**src/rtl/cpu_pkg.sv**
```systemverilog
// Shared types and constants for the instruction fetch path: state
// encodings, instruction class codes, HALT opcode and bus widths.
package cpu_pkg;

    localparam int INSTR_W = 16;
    localparam int ADDR_W  = 8;

    typedef enum logic [2:0] {
        ST_IDLE   = 3'd0,
        ST_FETCH  = 3'd1,
        ST_DECODE = 3'd2,
        ST_EXEC   = 3'd3,
        ST_WB     = 3'd4,
        ST_HALTED = 3'd5
    } state_t;

    typedef enum logic [1:0] {
        CLASS_CTL  = 2'b00,
        CLASS_ALU  = 2'b01,
        CLASS_FILE = 2'b10,
        CLASS_JUMP = 2'b11
    } instr_class_t;

    localparam logic [3:0] OP_HALT = 4'b1111;

    function automatic logic is_halt(input logic [INSTR_W-1:0] word);
        return (word[15:14] == CLASS_CTL) && (word[13:10] == OP_HALT);
    endfunction

endpackage

```
**src/rtl/program_counter.sv**
```systemverilog
// Program counter register: load (jump target) has priority over the
// modulo-256 increment.
module program_counter
    import cpu_pkg::*;
(
    input  logic              clk,
    input  logic              rst,
    input  logic              inc,
    input  logic              load,
    input  logic [ADDR_W-1:0] load_addr,
    output logic [ADDR_W-1:0] pc
);

    logic [ADDR_W-1:0] pc_reg;

    always_ff @(posedge clk or negedge rst) begin
        if (!rst) begin
            pc_reg <= '0;
        end else if (load) begin
            pc_reg <= load_addr;
        end else if (inc) begin
            pc_reg <= pc_reg + ADDR_W'(1);
        end
    end

    assign pc = pc_reg;

endmodule

```
**src/rtl/instruction_fetch.sv**
```systemverilog
// Fetch/decode sequencer: reads one instruction word per pass through
// FETCH-DECODE-EXEC-WB and advances or reloads the program counter.
module instruction_fetch
    import cpu_pkg::*;
(
    input  logic               clk,
    input  logic               rst,
    input  logic               start,
    output logic               mem_req,
    output logic [ADDR_W-1:0]  mem_addr,
    input  logic               mem_ack,
    input  logic [INSTR_W-1:0] mem_data,
    output logic [INSTR_W-1:0] instr,
    output logic               ir_en,
    input  logic               jump,
    output logic [ADDR_W-1:0]  pc,
    output logic               busy,
    output logic               halted
);

    state_t             state_reg;
    logic [INSTR_W-1:0] instr_reg;
    logic               mem_req_reg;
    logic               ir_en_reg;
    logic               busy_reg;
    logic               halted_reg;
    logic               pc_inc;
    logic               pc_load;

    // jump is only meaningful on the WB exit edge
    assign pc_load = (state_reg == ST_WB) && jump;
    assign pc_inc  = (state_reg == ST_WB) && !jump;

    program_counter u_pc (
        .clk       (clk),
        .rst       (rst),
        .inc       (pc_inc),
        .load      (pc_load),
        .load_addr (instr_reg[ADDR_W-1:0]),
        .pc        (pc)
    );

    always_ff @(posedge clk or negedge rst) begin
        if (!rst) begin
            state_reg   <= ST_IDLE;
            instr_reg   <= '0;
            mem_req_reg <= 1'b0;
            ir_en_reg   <= 1'b0;
            busy_reg    <= 1'b0;
            halted_reg  <= 1'b0;
        end else begin
            ir_en_reg <= 1'b0;
            case (state_reg)
                ST_IDLE, ST_HALTED: begin
                    if (start) begin
                        state_reg   <= ST_FETCH;
                        mem_req_reg <= 1'b1;
                        busy_reg    <= 1'b1;
                        halted_reg  <= 1'b0;
                    end
                end
                ST_FETCH: begin
                    if (mem_ack) begin
                        instr_reg   <= mem_data;
                        state_reg   <= ST_DECODE;
                        mem_req_reg <= 1'b0;
                        ir_en_reg   <= 1'b1;
                    end
                end
                ST_DECODE: state_reg <= ST_EXEC;
                ST_EXEC:   state_reg <= ST_WB;
                ST_WB: begin
                    // pc advances on this same edge, so HALTED resumes past the HALT
                    if (is_halt(instr_reg)) begin
                        state_reg  <= ST_HALTED;
                        busy_reg   <= 1'b0;
                        halted_reg <= 1'b1;
                    end else begin
                        state_reg   <= ST_FETCH;
                        mem_req_reg <= 1'b1;
                    end
                end
                default: state_reg <= ST_IDLE;
            endcase
        end
    end

    assign mem_addr = pc;
    assign mem_req  = mem_req_reg;
    assign instr    = instr_reg;
    assign ir_en    = ir_en_reg;
    assign busy     = busy_reg;
    assign halted   = halted_reg;

endmodule

```
**config.mk**
```make
export PLATFORM = sky130hd
export DESIGN_NAME = instruction_fetch
export DESIGN_NICKNAME = d
export VERILOG_FILES = /design/src/rtl/cpu_pkg.sv /design/src/rtl/program_counter.sv /design/src/rtl/instruction_fetch.sv
export SDC_FILE = /design/constraint.sdc
export NUM_CORES = 1
export LEC_CHECK = 0
export ABC_AREA = 0
export BUFFER_PORTS_ARGS = -buffer_cell sky130_fd_sc_hd__buf_2
export CAP_MARGIN = 20
export CORE_MARGIN = 8
export CORE_UTILIZATION = 40
export DETAILED_ROUTE_END_ITERATION = 16
export GPL_TIMING_DRIVEN = 0
export PLACE_DENSITY = 0.73
export SYNTH_ARGS = -nofsm -noshare
export SYNTH_HDL_FRONTEND = slang
export SYNTH_HIERARCHICAL = 1
export SYNTH_SLANG_ARGS = --single-unit
```
**constraint.sdc**
```tcl
create_clock -name clk -period 4.4 [get_ports clk]
set_input_delay 0.22 -clock clk [delete_from_list [all_inputs] [get_ports clk]]
set_output_delay 0.22 -clock clk [all_outputs]
set_load 0.02 [all_outputs]
```
# == Word level (Yosys, flattened, before mapping) ==
# Cells that the tools add are included.
# W data, S select, Z words.
# op_classes
n_addsub,1
reduce_logical,14
magnitude_cmp,0
n_mux,17
bitwise,0
n_div,0
multipliers,0
eq_ne,10
n_shift,0
# ops
operator,count
$mux W8,2
$pmux W3 S5,1
$mux W3,3
$add A8 B1 Y8 const B,1
$mux W1,8
$eq A3 B2 Y1 const B,2
$eq A3 B3 Y1 const B,2
$ne A2 B2 Y1 const B,3
$eq A4 B4 Y1 const B,1
$pmux W1 S2,2
$reduce_and A2 Y1,2
$reduce_and A4 Y1,1
$reduce_bool A2 Y1,2
$eq A3 B1 Y1 const B,1
$logic_and A1 B1 Y1,3
$logic_not A3 Y1,1
$pmux W1 S3,1
$reduce_and A3 Y1,1
$reduce_bool A3 Y1,1
$logic_not A2 Y1,1
$ne A2 B1 Y1 const B,1
$reduce_or A2 Y1,1
$logic_not A1 Y1,1
# word_totals
register_bits,31
ramBits,0
wordCells,49
n_memories,0
latchBits,0
mem_bits_ro,0
out_inout_bits,36

# == Longest topological paths before layout ==
# depth
word_depth,4
ltp_mapped,8
ltp_nobuf,6

# == Modules after synthesis ==
# The synthesis kept the hierarchy.
# by_module_without_submodules
module,seq_area_each_um2,cells_per_inst,area_each_um2,n_inst
instruction_fetch,575.6,84,1098.6,1
program_counter,200.2,49,450.4,1

# == Least setup slack after synthesis ==
# OpenSTA, ideal clock, no wires.
# synth_timing
kind,register to register
startpoint,register state_reg[1]
endpoint,register u_pc.pc_reg[5] (netlist: u_pc/pc[5])
arrival_time_ps,1649
stages_incl_launch_ff,9
path_slack_ps,2682
setup_time_ps,69
required_ps,4331
path_buffers,2
cell_sequence,dfrtp_1 > buf_6 > inv_1 > nand2_1 > nor3_1 > buf_4 > nand4_4 > or4_1 > nand3_1
# synth_between
elab_chain_cells,3
elab_cells_between_ends,5
cone_classes,1 x eq/ne; 1 x mux; 3 x reduce/logical
# synth_lines
item,line,rtl
"start, declared",instruction_fetch.sv:21,state_t state_reg;
"start signal, assigned",instruction_fetch.sv:45,state_reg <= ST_IDLE;
"start signal, assigned",instruction_fetch.sv:56,state_reg <= ST_FETCH;
"start signal, assigned",instruction_fetch.sv:65,state_reg <= ST_DECODE;
$eq A3 B3 Y1,instruction_fetch.sv:32,assign pc_inc = (state_reg == ST_WB) && !jump;
$logic_and A1 B1 Y1,instruction_fetch.sv:32,
via pc_inc,instruction_fetch.sv:27,logic pc_inc;
$reduce_bool A2 Y1 (no source line),n/a,
"end signal, assigned",program_counter.sv:20,pc_reg <= load_addr;
"end signal, assigned",program_counter.sv:22,pc_reg <= pc_reg + ADDR_W'(1);
"end, declared",program_counter.sv:14,logic [ADDR_W-1:0] pc_reg;
# The timed path passes the listed nets, and every way through them passes these cells.
# A chain may end at the register's enable or synchronous reset.

# == Worst setup path after layout ==
# layout_timing
startpoint,register state_reg[1]
endpoint,register u_pc.pc_reg[1] (netlist: u_pc/pc[1])
# layout_between
elab_chain_cells,3
elab_cells_between_ends,5
cone_classes,1 x eq/ne; 1 x mux; 3 x reduce/logical
# layout_lines
item,line,rtl
$eq A3 B3 Y1 (*),instruction_fetch.sv:31,assign pc_load = (state_reg == ST_WB) && jump;
$logic_and A1 B1 Y1 (*),instruction_fetch.sv:31,
via pc_load,instruction_fetch.sv:28,logic pc_load;
$mux W8 / $reduce_bool A2 Y1 (equally long branches),n/a,
# The timed path passes the listed nets; every way through them passes the cells marked *.

==> implementation parameters <==
Parameter                              Value

Placed design
  Final estimated routing congestion in global placement ... 0.781
  Cell Count Post-Placement ... 237
  HPWL after detailed placement ... 2600 um
  Number of buffers inserted by port buffering ... 56

Layout
  Post-layout nets ... 219
  Post-Layout Cell Count ... 246
  Fill cell count ... 343
  Area taken by multi-input logic gates ... 647 sq um
  FF+latch area ... 776 sq um
  Fraction of layout instances using a drive strength above 1 ... 48.0%
  Area Overhead vs Synth ... 29.1%
  Total inserted antenna cells ... 0
  Number of flip-flops under the largest register name ... 16

Drt
  Number of detailed-route iterations in the first pass ... 4
  Iteration-0 DRC Markers ... 50
  DR DRC count ... 0
  Mean routed wirelength per cell ... 14.4 um
  Routed Wire Length ... 3550 um
  Vias post-DR ... 1185
  Count of nets left with antenna violations after detail routing ... 0
  Via density per instance ... 4.82

Power
  Sequential group share of total power ... 34.7%
  Worst ir drop on vdd ... 0.000353 V
  Sw frac ... 41.8%
  Switching power ... 0.656 mW
  Leakage dissipation ... 0.968 nW
  Power density over the cells ... 786 mW/mm^2
  Part of the total power dissipated in combinational logic ... 49.6%
  Pwr Total ... 1.57 mW
  Clock network fraction of total power ... 15.7%
  Internal power summed over all cells ... 0.915 mW

Synthesis
  Proportion of synthesized chip area in sequential cells ... 50.1%
  Count of synthesis-stage warnings from yosys ... 6
  Portion of synthesized cell area occupied by the leading cell type ... 50.1%
  Total of flip-flops plus latches after synthesis ... 31
  Number of unique standard cell types used by synthesis ... 36
  Yosys top cell by area ... sky130_fd_sc_hd__dfrtp_1
  Average cell area after synthesis ... 11.6 sq um
  Combined area of all synthesized cells ... 0.00155 sq mm
  Nets in the synthesized netlist ... 155
  Leading cell types by total area after synthesis ... sky130_fd_sc_hd__dfrtp_1 (50%), sky130_fd_sc_hd__mux2_4 (8.7%), sky130_fd_sc_hd__mux2_2 (5.8%)
  Synthesized netlist cell count ... 133

Clock tree
  Total of hold buffers inserted after clock tree synthesis ... 1
  Number of sinks driven by the clock tree ... 31
  CTS root buf ... sky130_fd_sc_hd__clkbuf_8
  CTS tree ... done
  Clock tree buffer depth ... 2
  Number of resized instances in the post-cts repair step ... 0
  CTS buffer count ... 5
  Deepest level of the CTS H-tree ... 2
  Worst skew pair latency ... 0.28 ns
  Clock input transition at the sequential cells of the worst setup and hold paths ... 0.07 ns
  Number of post-CTS setup repair buffers ... 0

Global route
  Total gr overflow ... 0
  Total routing resource utilization after global routing ... 12.0%
  Via count of the first global-routing pass ... 1231
  Global-route wire length before repair ... 5900 um
  Pin count of the biggest net entering global routing ... 32
  Number of antenna violations at the first check in global routing ... 0

Critical path
  Worst path cell trace ... buf_6 > inv_1 > nand2_1 > nor3b_1 > clkbuf_1 > clkbuf_1 > nand2_1 > o21ai_0
  Data arrival time of the worst path ... 2.16 ns
  Crit path required time ... 4.60 ns
  FF-to-FF Start ... state_reg[1]
  Critical Path Sink Type ... register
  CP Buf/Inv Count ... 4
  Slack of the worst reg-to-reg path ... 2.43 ns
  Classification of the worst setup path ... register to register
  R2R depth ... 8
  Maximum fanout along the worst path ... 10
  Worst setup SP type ... register
  Largest delay share family, worst path ... buffers and inverters
  CP max stage cell ... sky130_fd_sc_hd__dfrtp_1
  Maximum cell stage delay along the critical path ... 0.39 ns
  Depth of the critical timing path with buffers and inverters included ... 8
  Critical register-to-register path endpoint ... u_pc/pc[1]

Die
  Initial standard-cell utilization of the core ... 42.0%
  Die footprint ... 0.00612 sq mm
  Top-level port count ... 57
  Row Count ... 22
  Horizontal extent of the die ... 78.2 um
  Overall die height ... 78.2 um
  Placeable Area ... 0.00369 sq mm

STA
  Count of final setup violators ... 0
  Period utilization ... 44.7%
  Worst clock skew on the final layout ... 0.00637 ns
  Pins over their slew limit ... 0
  Setup repair after global routing missed its margin ... false
  Worst slew margin relative to its limit ... 54.3%
  Clock period minus final worst setup slack ... 1.97 ns
  Worst-margin pin slew ... 0.685 ns
  Highest clock frequency the design can meet ... 509 MHz
  Final Hold Violating Endpoints ... 0
  Sum Neg Setup Slack ... 0 ns

Flow run
  MaxCap Viol Count ... 0

Status
  Outcome ... finished clean

Hold path
  Hold Startpoint ... mem_data[7]
  Worst hold stages ... 2
  Classification of the worst-slack hold path ... primary input to register
  Worst Hold End ... instr[7]
-- worst max-delay path by stage --
stage / startpoint / endpoint / slack [ns]
after CTS: state_reg[1] / u_pc/pc[7] / 2.44
after global placement: state_reg[1] / u_pc/pc[6] / 2.52
after floorplan: state_reg[1] / u_pc/pc[5] / 2.68
after global routing: state_reg[1] / u_pc/pc[7] / 2.21
final: state_reg[1] / u_pc/pc[1] / 2.43
after detailed placement: state_reg[1] / u_pc/pc[7] / 2.45
-- final cells by class --
| type | instances | share of cell area [%] |
|---|---|---|
| clock buffer | 8 | 5.01 |
| multi-input combinational | 84 | 32.4 |
| inverter | 3 | 0.563 |
| tap | 48 | 3.00 |
| sequential | 31 | 38.8 |
| timing repair buffer | 57 | 14.5 |
| buffer | 15 | 5.76 |
-- Yosys cell counts, drive strengths merged --
cell and number:
a21boi 1, a21oi 3, a22o 1, a31o 1, a31oi 1, buf 12, clkbuf 3, dfrtp 31
ha 1, inv 3, mux2 17, mux2i 1, nand2 14, nand2b 2, nand3 6, nand4 3
nand4bb 1, nor2 4, nor2b 4, nor3 2, nor3b 1, o21ai 8, o22ai 1, o31ai 3
o32ai 1, or3b 1, or4 3, xnor2 1, xor2 3
-- metal layers --
metal	GRT usage, %	vias to the layer above	part of all wire (%)
li1	-	587	-
met1	14.2	557	45
met2	19.0	36	48
met3	5.13	5	6.4
met4	4.07	0	0.84
met5	0	-	0
-- per-stage QoR --
step	util (%)	cell area [sq um]	hold WS [ns]	setup slack, ns
after floorplan	-	1550	-0.0756	2.68
after global routing	54.2	2000	0.158	2.21
after CTS	54.2	2000	0.155	2.44
after global placement	51.2	1890	0.303	2.52
after detailed placement	51.2	1890	0.304	2.45
final	54.2	2000	0.163	2.43
-- logic make-up (layout without fill, tap and decap cells) --
group	after synthesis	after routing	synth area share, %
adder cells (fa/ha/maj)	1	1	0.808
AO/OA/AOI/OAI	20	20	8.00
flip-flops	31	31	50.1
XOR/XNOR	4	4	2.26
AND/OR/NAND/NOR	41	41	15.5
buffers and inverters	18	83	8.16
multiplexers	18	18	15.2
-- cells in the final DEF, fill, tap and decap left out --
cell type	synthesis	routed
sky130_fd_sc_hd__buf_2	1	57
sky130_fd_sc_hd__dfrtp_1	31	31
sky130_fd_sc_hd__nand2_1	14	14
sky130_fd_sc_hd__mux2_4	9	9
sky130_fd_sc_hd__buf_4	9	9
sky130_fd_sc_hd__mux2_2	8	8
sky130_fd_sc_hd__clkbuf_8	0	7
sky130_fd_sc_hd__nand3_1	6	6
sky130_fd_sc_hd__o21ai_0	6	6
sky130_fd_sc_hd__clkbuf_1	3	4
sky130_fd_sc_hd__nor2b_1	4	4
sky130_fd_sc_hd__nor2_1	4	4
sky130_fd_sc_hd__inv_1	3	3
sky130_fd_sc_hd__o31ai_1	3	3
sky130_fd_sc_hd__a21oi_1	3	3
sky130_fd_sc_hd__xor2_1	3	3
sky130_fd_sc_hd__or4_1	3	3
sky130_fd_sc_hd__nand2b_1	2	2
sky130_fd_sc_hd__nand4_1	2	2
sky130_fd_sc_hd__o21ai_1	2	2
sky130_fd_sc_hd__buf_6	1	1
sky130_fd_sc_hd__nor3_4	1	1
sky130_fd_sc_hd__buf_12	1	1
sky130_fd_sc_hd__nor3b_1	1	1
sky130_fd_sc_hd__nor3_1	1	1
sky130_fd_sc_hd__nand4bb_1	1	1
sky130_fd_sc_hd__a22o_1	1	1
sky130_fd_sc_hd__or3b_1	1	1
sky130_fd_sc_hd__a21boi_0	1	1
sky130_fd_sc_hd__o22ai_1	1	1
sky130_fd_sc_hd__a31o_2	1	1
sky130_fd_sc_hd__a31oi_1	1	1
sky130_fd_sc_hd__o32ai_1	1	1
sky130_fd_sc_hd__dlygate4sd3_1	0	1
sky130_fd_sc_hd__nand4_4	1	1
sky130_fd_sc_hd__mux2i_1	1	1
sky130_fd_sc_hd__xnor2_1	1	1
sky130_fd_sc_hd__ha_1	1	1
-- power by group through the flow --
| stage | Combinational [mW] | Sequential (mW) | Clock [mW] |
|---|---|---|---|
| 2_1_floorplan | 0.412 | 0.675 | 0 |
| 3_3_place_gp | 0.773 | 0.546 | 0 |
| 3_5_place_dp | 0.786 | 0.551 | 0 |
| 4_1_cts | 0.789 | 0.547 | 0.254 |
| 5_1_grt | 0.840 | 0.568 | 0.265 |
| 6_report | 0.779 | 0.546 | 0.246 |
(Power assumes the default switching activity.)
